### config.mk
export PLATFORM = sky130hd
export DESIGN_NAME = rf_cmd_ctrl
export DESIGN_NICKNAME = d
export VERILOG_FILES = /design/src/rtl/rf_cmd_pkg.sv /design/src/rtl/rf_cmd_ctrl.sv
export SDC_FILE = /design/constraint.sdc
export NUM_CORES = 1
export LEC_CHECK = 0
export CAP_MARGIN = 20
export CORE_ASPECT_RATIO = 1.75
export CORE_MARGIN = 2
export CORE_UTILIZATION = 35
export CTS_BUF_LIST = sky130_fd_sc_hd__clkbuf_8
export DETAILED_ROUTE_END_ITERATION = 10
export GPL_TIMING_DRIVEN = 0
export PLACE_DENSITY = 0.62
export SYNTH_ARGS = -nofsm -noshare
export SYNTH_HDL_FRONTEND = slang
export SYNTH_SLANG_ARGS = --single-unit
export TNS_END_PERCENT = 1
### constraint.sdc
create_clock -name CLK -period 1.6 [get_ports CLK]
set_clock_uncertainty 0.15 [all_clocks]
set_input_delay 0.48 -clock CLK [delete_from_list [all_inputs] [get_ports CLK]]
set_output_delay 0.48 -clock CLK [all_outputs]
set_load 0.01 [all_outputs]
### src/rtl/rf_cmd_pkg.sv
// Shared command codes and FSM state encodings for the register-file command controller.
package rf_cmd_pkg;

    localparam logic [7:0] CMD_WR = 8'hAA;
    localparam logic [7:0] CMD_RD = 8'hBB;

    typedef logic [2:0] state_t;

    localparam state_t ST_IDLE     = 3'd0;
    localparam state_t ST_WR_ADDR  = 3'd1;
    localparam state_t ST_WR_DATA  = 3'd2;
    localparam state_t ST_WR_ISSUE = 3'd3;
    localparam state_t ST_RD_ADDR  = 3'd4;
    localparam state_t ST_RD_ISSUE = 3'd5;
    localparam state_t ST_RD_WAIT  = 3'd6;
    localparam state_t ST_TX_WAIT  = 3'd7;

endpackage

### src/rtl/rf_cmd_ctrl.sv
// Decodes 0xAA/0xBB command frames from a byte stream into register-file
// write/read accesses and returns read data as a single TX response byte.
module rf_cmd_ctrl
    import rf_cmd_pkg::*;
#(
    parameter int unsigned ADDR_WIDTH = 4,
    parameter int unsigned REG_WIDTH  = 8,
    parameter int unsigned RD_TIMEOUT = 4
) (
    input  logic                  CLK,
    input  logic                  RST,
    input  logic [REG_WIDTH-1:0]  RX_P_DATA,
    input  logic                  RX_D_VLD,
    output logic                  WrEn,
    output logic                  RdEn,
    output logic [ADDR_WIDTH-1:0] Address,
    output logic [REG_WIDTH-1:0]  WrData,
    input  logic [REG_WIDTH-1:0]  RdData,
    input  logic                  RdData_Valid,
    output logic [REG_WIDTH-1:0]  TX_P_DATA,
    output logic                  TX_D_VLD,
    input  logic                  TX_BUSY,
    output logic                  CMD_ERR
);

    localparam int unsigned CNT_W = $clog2(RD_TIMEOUT + 1);

    state_t                r_state;
    logic [ADDR_WIDTH-1:0] r_addr_lat;
    logic [CNT_W-1:0]      r_cnt;
    logic                  r_wr_en;
    logic                  r_rd_en;
    logic [ADDR_WIDTH-1:0] r_address;
    logic [REG_WIDTH-1:0]  r_wr_data;
    logic [REG_WIDTH-1:0]  r_tx_data;
    logic                  r_tx_vld;
    logic                  r_cmd_err;

    logic w_is_wr;
    logic w_is_rd;
    logic w_addr_bad;

    assign w_is_wr    = (RX_P_DATA == REG_WIDTH'(CMD_WR));
    assign w_is_rd    = (RX_P_DATA == REG_WIDTH'(CMD_RD));
    assign w_addr_bad = |(RX_P_DATA >> ADDR_WIDTH);

    always_ff @(posedge CLK) begin
        if (RST) begin
            r_state    <= ST_IDLE;
            r_addr_lat <= '0;
            r_cnt      <= '0;
            r_wr_en    <= 1'b0;
            r_rd_en    <= 1'b0;
            r_address  <= '0;
            r_wr_data  <= '0;
            r_tx_data  <= '0;
            r_tx_vld   <= 1'b0;
            r_cmd_err  <= 1'b0;
        end else begin
            // Strobes and the RF address/data bus default to zero; only the
            // transition into an issue state loads them for one cycle.
            r_wr_en   <= 1'b0;
            r_rd_en   <= 1'b0;
            r_address <= '0;
            r_wr_data <= '0;
            r_tx_vld  <= 1'b0;
            r_cmd_err <= 1'b0;

            case (r_state)
                ST_IDLE: begin
                    if (RX_D_VLD && w_is_wr)      r_state <= ST_WR_ADDR;
                    else if (RX_D_VLD && w_is_rd) r_state <= ST_RD_ADDR;
                end
                ST_WR_ADDR: begin
                    if (RX_D_VLD) begin
                        if (w_addr_bad) begin
                            r_cmd_err <= 1'b1;
                            r_state   <= ST_IDLE;
                        end else begin
                            r_addr_lat <= RX_P_DATA[ADDR_WIDTH-1:0];
                            r_state    <= ST_WR_DATA;
                        end
                    end
                end
                ST_WR_DATA: begin
                    if (RX_D_VLD) begin
                        r_wr_en   <= 1'b1;
                        r_address <= r_addr_lat;
                        r_wr_data <= RX_P_DATA;
                        r_state   <= ST_WR_ISSUE;
                    end
                end
                ST_WR_ISSUE: r_state <= ST_IDLE;
                ST_RD_ADDR: begin
                    if (RX_D_VLD) begin
                        if (w_addr_bad) begin
                            r_cmd_err <= 1'b1;
                            r_state   <= ST_IDLE;
                        end else begin
                            r_rd_en   <= 1'b1;
                            r_address <= RX_P_DATA[ADDR_WIDTH-1:0];
                            r_state   <= ST_RD_ISSUE;
                        end
                    end
                end
                ST_RD_ISSUE: begin
                    // r_cnt holds the index (1-based) of the wait cycle being sampled
                    r_cnt   <= CNT_W'(1);
                    r_state <= ST_RD_WAIT;
                end
                ST_RD_WAIT: begin
                    if (RdData_Valid) begin
                        r_tx_data <= RdData;
                        r_cnt     <= '0;
                        r_state   <= ST_TX_WAIT;
                    end else if (r_cnt == CNT_W'(RD_TIMEOUT)) begin
                        r_cmd_err <= 1'b1;
                        r_cnt     <= '0;
                        r_state   <= ST_IDLE;
                    end else begin
                        r_cnt <= r_cnt + CNT_W'(1);
                    end
                end
                ST_TX_WAIT: begin
                    if (!TX_BUSY) begin
                        r_tx_vld <= 1'b1;
                        r_state  <= ST_IDLE;
                    end
                end
                default: r_state <= ST_IDLE;
            endcase
        end
    end

    assign WrEn      = r_wr_en;
    assign RdEn      = r_rd_en;
    assign Address   = r_address;
    assign WrData    = r_wr_data;
    assign TX_P_DATA = r_tx_data;
    assign TX_D_VLD  = r_tx_vld;
    assign CMD_ERR   = r_cmd_err;

endmodule

# After elaboration in Yosys (flattened, before gate mapping)
# Index checks and enable logic that the tools add are counted.
# word_totals
out_inout_bits,24
wordCells,71
register_bits,34
# op_classes
mux,26
addsub,1
reduce_logical,13
n_bitwise,5
eq_ne,16
# op_table
op,n
2-to-1 mux 3 bit,11
one-hot mux 3 bit (8 select lines),1
"equality test 8 bit, second input constant",2
"equality test 3 bit, second input constant",5
2-to-1 mux 4 bit,3
"inequality test 2 bit, second input constant",4
one-hot mux 4 bit (2 select lines),1
2-to-1 mux 1 bit,7
"equality test 3 x 2 -> 1 bit, second input constant",2
"inequality test 3 bit, second input constant",2
one-hot mux 3 bit (2 select lines),1
AND reduction 6 bit,1
OR reduction 2 bit,3
OR reduction 3 bit,2
NOT 1 bit,5
OR reduction 4 bit,1
"adder 3 x 1 -> 3 bit, second input constant",1
"equality test 3 x 1 -> 1 bit, second input constant",1
logical NOT 3 bit,1
AND reduction 3 bit,1
logical AND 1 bit,2
2-to-1 mux 2 bit,1
one-hot mux 1 bit (2 select lines),1
AND reduction 2 bit,1
nonzero test 2 bit,1

# Longest topological paths before layout
# depth
word_depth,5
ltp_mapped,6

# Least setup slack after synthesis
# No wires, ideal clock.
# synth_timing
path_kind,input -> register
start,input port RX_P_DATA[4]
end,register r_addr_lat[0]
path_slack_ns,-0.025
arrival_time_ns,1.347
setup_time_ns,0.128
required_ns,1.322
n_path_buf,0
path_stages,4
path_cell_list,nor4_2 nand4b_1 mux2i_1 nor2_1
# synth_via
elab_chain_cells,3
# synth_lines
element,line_no,source
from (decl),rf_cmd_ctrl.sv:12,"input logic [REG_WIDTH-1:0] RX_P_DATA,"
OR reduction 4 bit,rf_cmd_ctrl.sv:45,assign w_addr_bad = |(RX_P_DATA >> ADDR_WIDTH);
NOT 1 bit (no line),-,
AND reduction 3 bit (no line),-,
to (signal assigned),rf_cmd_ctrl.sv:80,r_addr_lat <= RX_P_DATA[ADDR_WIDTH-1:0];
to (decl),rf_cmd_ctrl.sv:29,logic [ADDR_WIDTH-1:0] r_addr_lat;
# No other way between the ends.
# A chain may end at the register's enable or synchronous reset.

# Final worst setup path
# layout_timing
start,register r_state[2]
end,register r_state[1]
# layout_via
elab_chain_cells,3
elab_cells_between_ends,16
# layout_lines
element,line_no,source
from (decl),rf_cmd_ctrl.sv:28,state_t r_state;
from (signal assigned),rf_cmd_ctrl.sv:49,r_state <= ST_IDLE;
from (signal assigned),rf_cmd_ctrl.sv:71,if (RX_D_VLD && w_is_wr) r_state <= ST_WR_ADDR;
from (signal assigned),rf_cmd_ctrl.sv:72,else if (RX_D_VLD && w_is_rd) r_state <= ST_RD_ADDR;
equality test 3 bit (tied with other cells),rf_cmd_ctrl.sv:69,case (r_state)
inequality test 3 bit (no line) / inequality test 2 bit (equally long branches),-,
AND reduction 6 bit (no line),-,
# Parallel ways exist; a longest one is shown, timed or not.

==> results.yml <==
clock_tree:
  holdBufCountCts: 0
  cts_buffers: 5
  worst_skew_pair.late_latency_ns: 0.29
  worst_setup_hold_path_clk_slew_ns: 0.07
  clock_tree_from_tritoncts: "built"
  cts.htree.levels: 2
  cts-root-buf: "sky130_fd_sc_hd__clkbuf_8"
  numClockSinks: 34
  ctsLongestPathBuffers: 2
setup_path:
  worstPathRequired_ns: 1.63
  worstSetupStartpointType: "flop"
  timing.setup.critical_path_class: "flop to flop"
  cp-end-kind: "flop"
  worst-path-max-fanout: 8
  critPathArrivalTime_ns: 1.71
power:
  power.switching_fraction: 0.2308
  power.share.sequential: 0.522
  post-layout-total-power_mw: 1.615
  netSwitchingPower_mw: 0.3729
  power_density_normalized_to_cell_area_mw_per_mm2: 718.0
  p_leak_nw: 1.003
  cellInternalPower_mw: 1.242
  vdd_ir_drop_max_mv: 0.7744
  power.combinational.fraction: 0.063
  p_clk_frac: 0.415
floorplanning:
  floorplan.die_area_mm2: 0.004858
  core_mm2: 0.004150
  die_width_um: 53.55
  die_h_um: 90.72
  io-pin-count: 45
  initial_core_util: 0.3624
  floorplan.rows: 31
flow_run:
  drv_cap: 0
timing:
  fin_hold_ws_ns: 0.3044
  maxClockFrequency_ghz: 0.5964
  final-hold-violation-count: 0
  slew_viol_final: 0
  rsz0062_at_grt: "true"
  period_share: 1.048
  timing.final.crit_period_ns: 1.677
  worst_slew_pin_slew_ns: 0.3534
  setup_viol: 3
  max-slew-margin-rel: 0.7631
  layout_setup_ws_ns: -0.07671
place:
  gpl.final_weighted_congestion: 0.7881
  place.port_buffers: 44
  hpwlAfterDp_mm: 2.940
synthesis:
  yosys.area.top_type_share: 0.4526
  synth-seq-cells: 34
  synth_seq_area_share: 0.4526
  synth.cell_area_mm2: 0.001504
  netlist_instances: 164
  synth_top_cells_by_area: "sky130_fd_sc_hd__dfxtp_1 45%, sky130_fd_sc_hd__nand2_1 5.2%, sky130_fd_sc_hd__nor2_1 4.0%, sky130_fd_sc_hd__and2_1 3.7%, sky130_fd_sc_hd__a21oi_1 3.7%"
  netlist.top_cell.by_area: "sky130_fd_sc_hd__dfxtp_1"
  netlist-cell-type-count: 44
  yosysWarningCount: 0
  post_syn_area_per_cell_um2: 9.170
  synthesis.nets: 187
routing:
  viasPerCell: 5.132
  detailed_route_drc_error_count: 0
  detailroute.via_count: 1401
  drt-total-wl_mm: 3.886
  ant_nets: 0
  post_drt_wl_per_cell_um: 14.23
  drtPass1Iterations: 4
  initial_drt_markers: 28
layout:
  insertedDiodeCount: 0
  fraction_of_final_layout_cells_with_drive_strength_greater_than_1: 0.2366
  area_growth_syn_to_layout_pct: 49.58
  num-nets-final: 246
outcome:
  violations_in_the_final_reports: "negative setup slack"
  run_status: "finished with violations"
grt:
  grt_max_degree: 12
  globalRoute.totalOverflow: 0
  antenna_found_initial: 0
  globalRouteTotalUtil: 0.1800
  grt_pass1_wl_mm: 6.548
  via_count_of_the_first_global_routing_pass: 1387
hold_path:
  worst_hold_path_type: "flop to flop"
Yosys cell counts (all sizes together):
| library cell | count |
|---|---|
| nand4b | 1 |
| a22oi | 5 |
| maj3 | 1 |
| nor2b | 4 |
| or4 | 1 |
| nand3 | 3 |
| nand4bb | 1 |
| xor2 | 3 |
| o311ai | 1 |
| nor4 | 2 |
| o221ai | 1 |
| inv | 2 |
| o21bai | 1 |
| a32oi | 1 |
| a211o | 1 |
| and4b | 1 |
| a21oi | 11 |
| dfxtp | 34 |
| nand4 | 1 |
| or2 | 1 |
| nand2b | 3 |
| and3 | 2 |
| nor3 | 4 |
| xnor2 | 1 |
| a31oi | 3 |
| and3b | 1 |
| and4 | 1 |
| nand2 | 21 |
| nand3b | 2 |
| clkbuf | 2 |
| or3 | 2 |
| o211ai | 1 |
| and2 | 9 |
| mux2i | 5 |
| ha | 2 |
| mux2 | 1 |
| a211oi | 1 |
| buf | 7 |
| nor2 | 17 |
| o21ai | 3 |
cells in the final DEF, fill, tap and decap left out, types with 4 or more instances in the layout:
master and instances:
sky130_fd_sc_hd__dfxtp_1 31, sky130_fd_sc_hd__dlygate4sd2_1 31, sky130_fd_sc_hd__nand2_1 21, sky130_fd_sc_hd__nor2_1 16, sky130_fd_sc_hd__a21oi_1 11, sky130_fd_sc_hd__buf_4 9, sky130_fd_sc_hd__clkdlybuf4s50_1 9, sky130_fd_sc_hd__and2_1 8
sky130_fd_sc_hd__clkbuf_8 6, sky130_fd_sc_hd__a22oi_1 5, sky130_fd_sc_hd__mux2i_1 5, sky130_fd_sc_hd__clkdlybuf4s15_2 4
worst max-delay path, stage by stage (launching register included):
cell                      delay, ns
sky130_fd_sc_hd__dfxtp_4       0.35
sky130_fd_sc_hd__buf_8         0.13
sky130_fd_sc_hd__or3_4         0.38
sky130_fd_sc_hd__a31oi_4       0.20
sky130_fd_sc_hd__nor2_4        0.07
sky130_fd_sc_hd__mux2_4        0.29
final timing paths:
| path | to | slack, ns | startpoint | depth (start not counted) |
|---|---|---|---|---|
| setup / recovery | r_state[1] | -0.08 | r_state[2] | 5 |
| hold / removal | TX_P_DATA[2] | 0.30 | TX_P_DATA[2] | 2 |
| hold reg to reg | TX_P_DATA[2] | 0.30 | TX_P_DATA[2] | 2 |
| setup reg to reg | r_state[1] | -0.08 | r_state[2] | 5 |
layout make-up:
type                            count  area [µm²]
Buffer                              9       68.82
Clock buffer                        6       82.58
Clock inverter                      2       12.51
Multi-Input combinational cell    119       848.3
Inverter                            2       7.507
Timing Repair Buffer               52       479.2
Fill cell                         387        1901
Sequential cell                    34       689.4
Tap cell                           49       61.31
power groups by stage:
stage	combinational [mW]	clock, mW	sequential, mW
6_report	0.102	0.671	0.842
5_1_grt	0.109	0.727	0.842
4_1_cts	0.101	0.686	0.846
3_5_place_dp	0.0995	0	0.865
3_3_place_gp	0.0981	0	0.865
2_1_floorplan	0.0269	0	0.865
sequential cells by signal, indices dropped and copies added (netlist names):
name	flops
CMD_ERR	1
r_cnt	3
TX_P_DATA	8
r_addr_lat	4
RdEn	1
WrEn	1
Address	4
r_state	3
WrData	8
TX_D_VLD	1
stage by stage:
step | setup TNS (ns) | cells | utilization | worst slack [ns] | cell area, µm²
after global placement | -16.82 | 257 | 0.4854 | -0.7080 | 2014
after CTS | -0.2395 | 266 | 0.5188 | -0.1058 | 2153
after global routing | -0.7376 | 273 | 0.5421 | -0.1789 | 2250
after detailed placement | -17.64 | 257 | 0.4854 | -0.7572 | 2014
final | -0.1901 | 273 | 0.5421 | -0.07671 | 2250
after floorplan | -0.004233 | 164 | - | -0.004233 | 1513
kinds of logic (layout without fill, tap and decap cells):
logic type / after synthesis / after routing / synth area share
AO/OA/AOI/OAI: 29 / 29 / 0.1398
XOR/XNOR: 4 / 4 / 0.02330
adder cells (fa/ha/maj): 3 / 3 / 0.02329
buffers and inverters: 11 / 71 / 0.03744
flip-flops: 34 / 34 / 0.4526
multiplexers: 6 / 6 / 0.04326
AND/OR/NAND/NOR: 77 / 77 / 0.2804
repair_timing:
item                       in CTS  in global routing
gates cloned                    0                  0
pin swaps                       5                  6
resized for setup              59                 13
setup endpoints to repair      57                 32
buffers inserted                1                  7
routing by layer:
| layer | GRT usage | vias up | wire length, µm |
|---|---|---|---|
| met3 | 0.04801 | 11 | 266 |
| met4 | 0.08120 | 0 | 108 |
| met1 | 0.1860 | 649 | 1331 |
| li1 | - | 689 | - |
| met2 | 0.3179 | 52 | 2179 |
| met5 | 0 | - | 0 |
No activity file was read; power rests on OpenSTA's default activity.
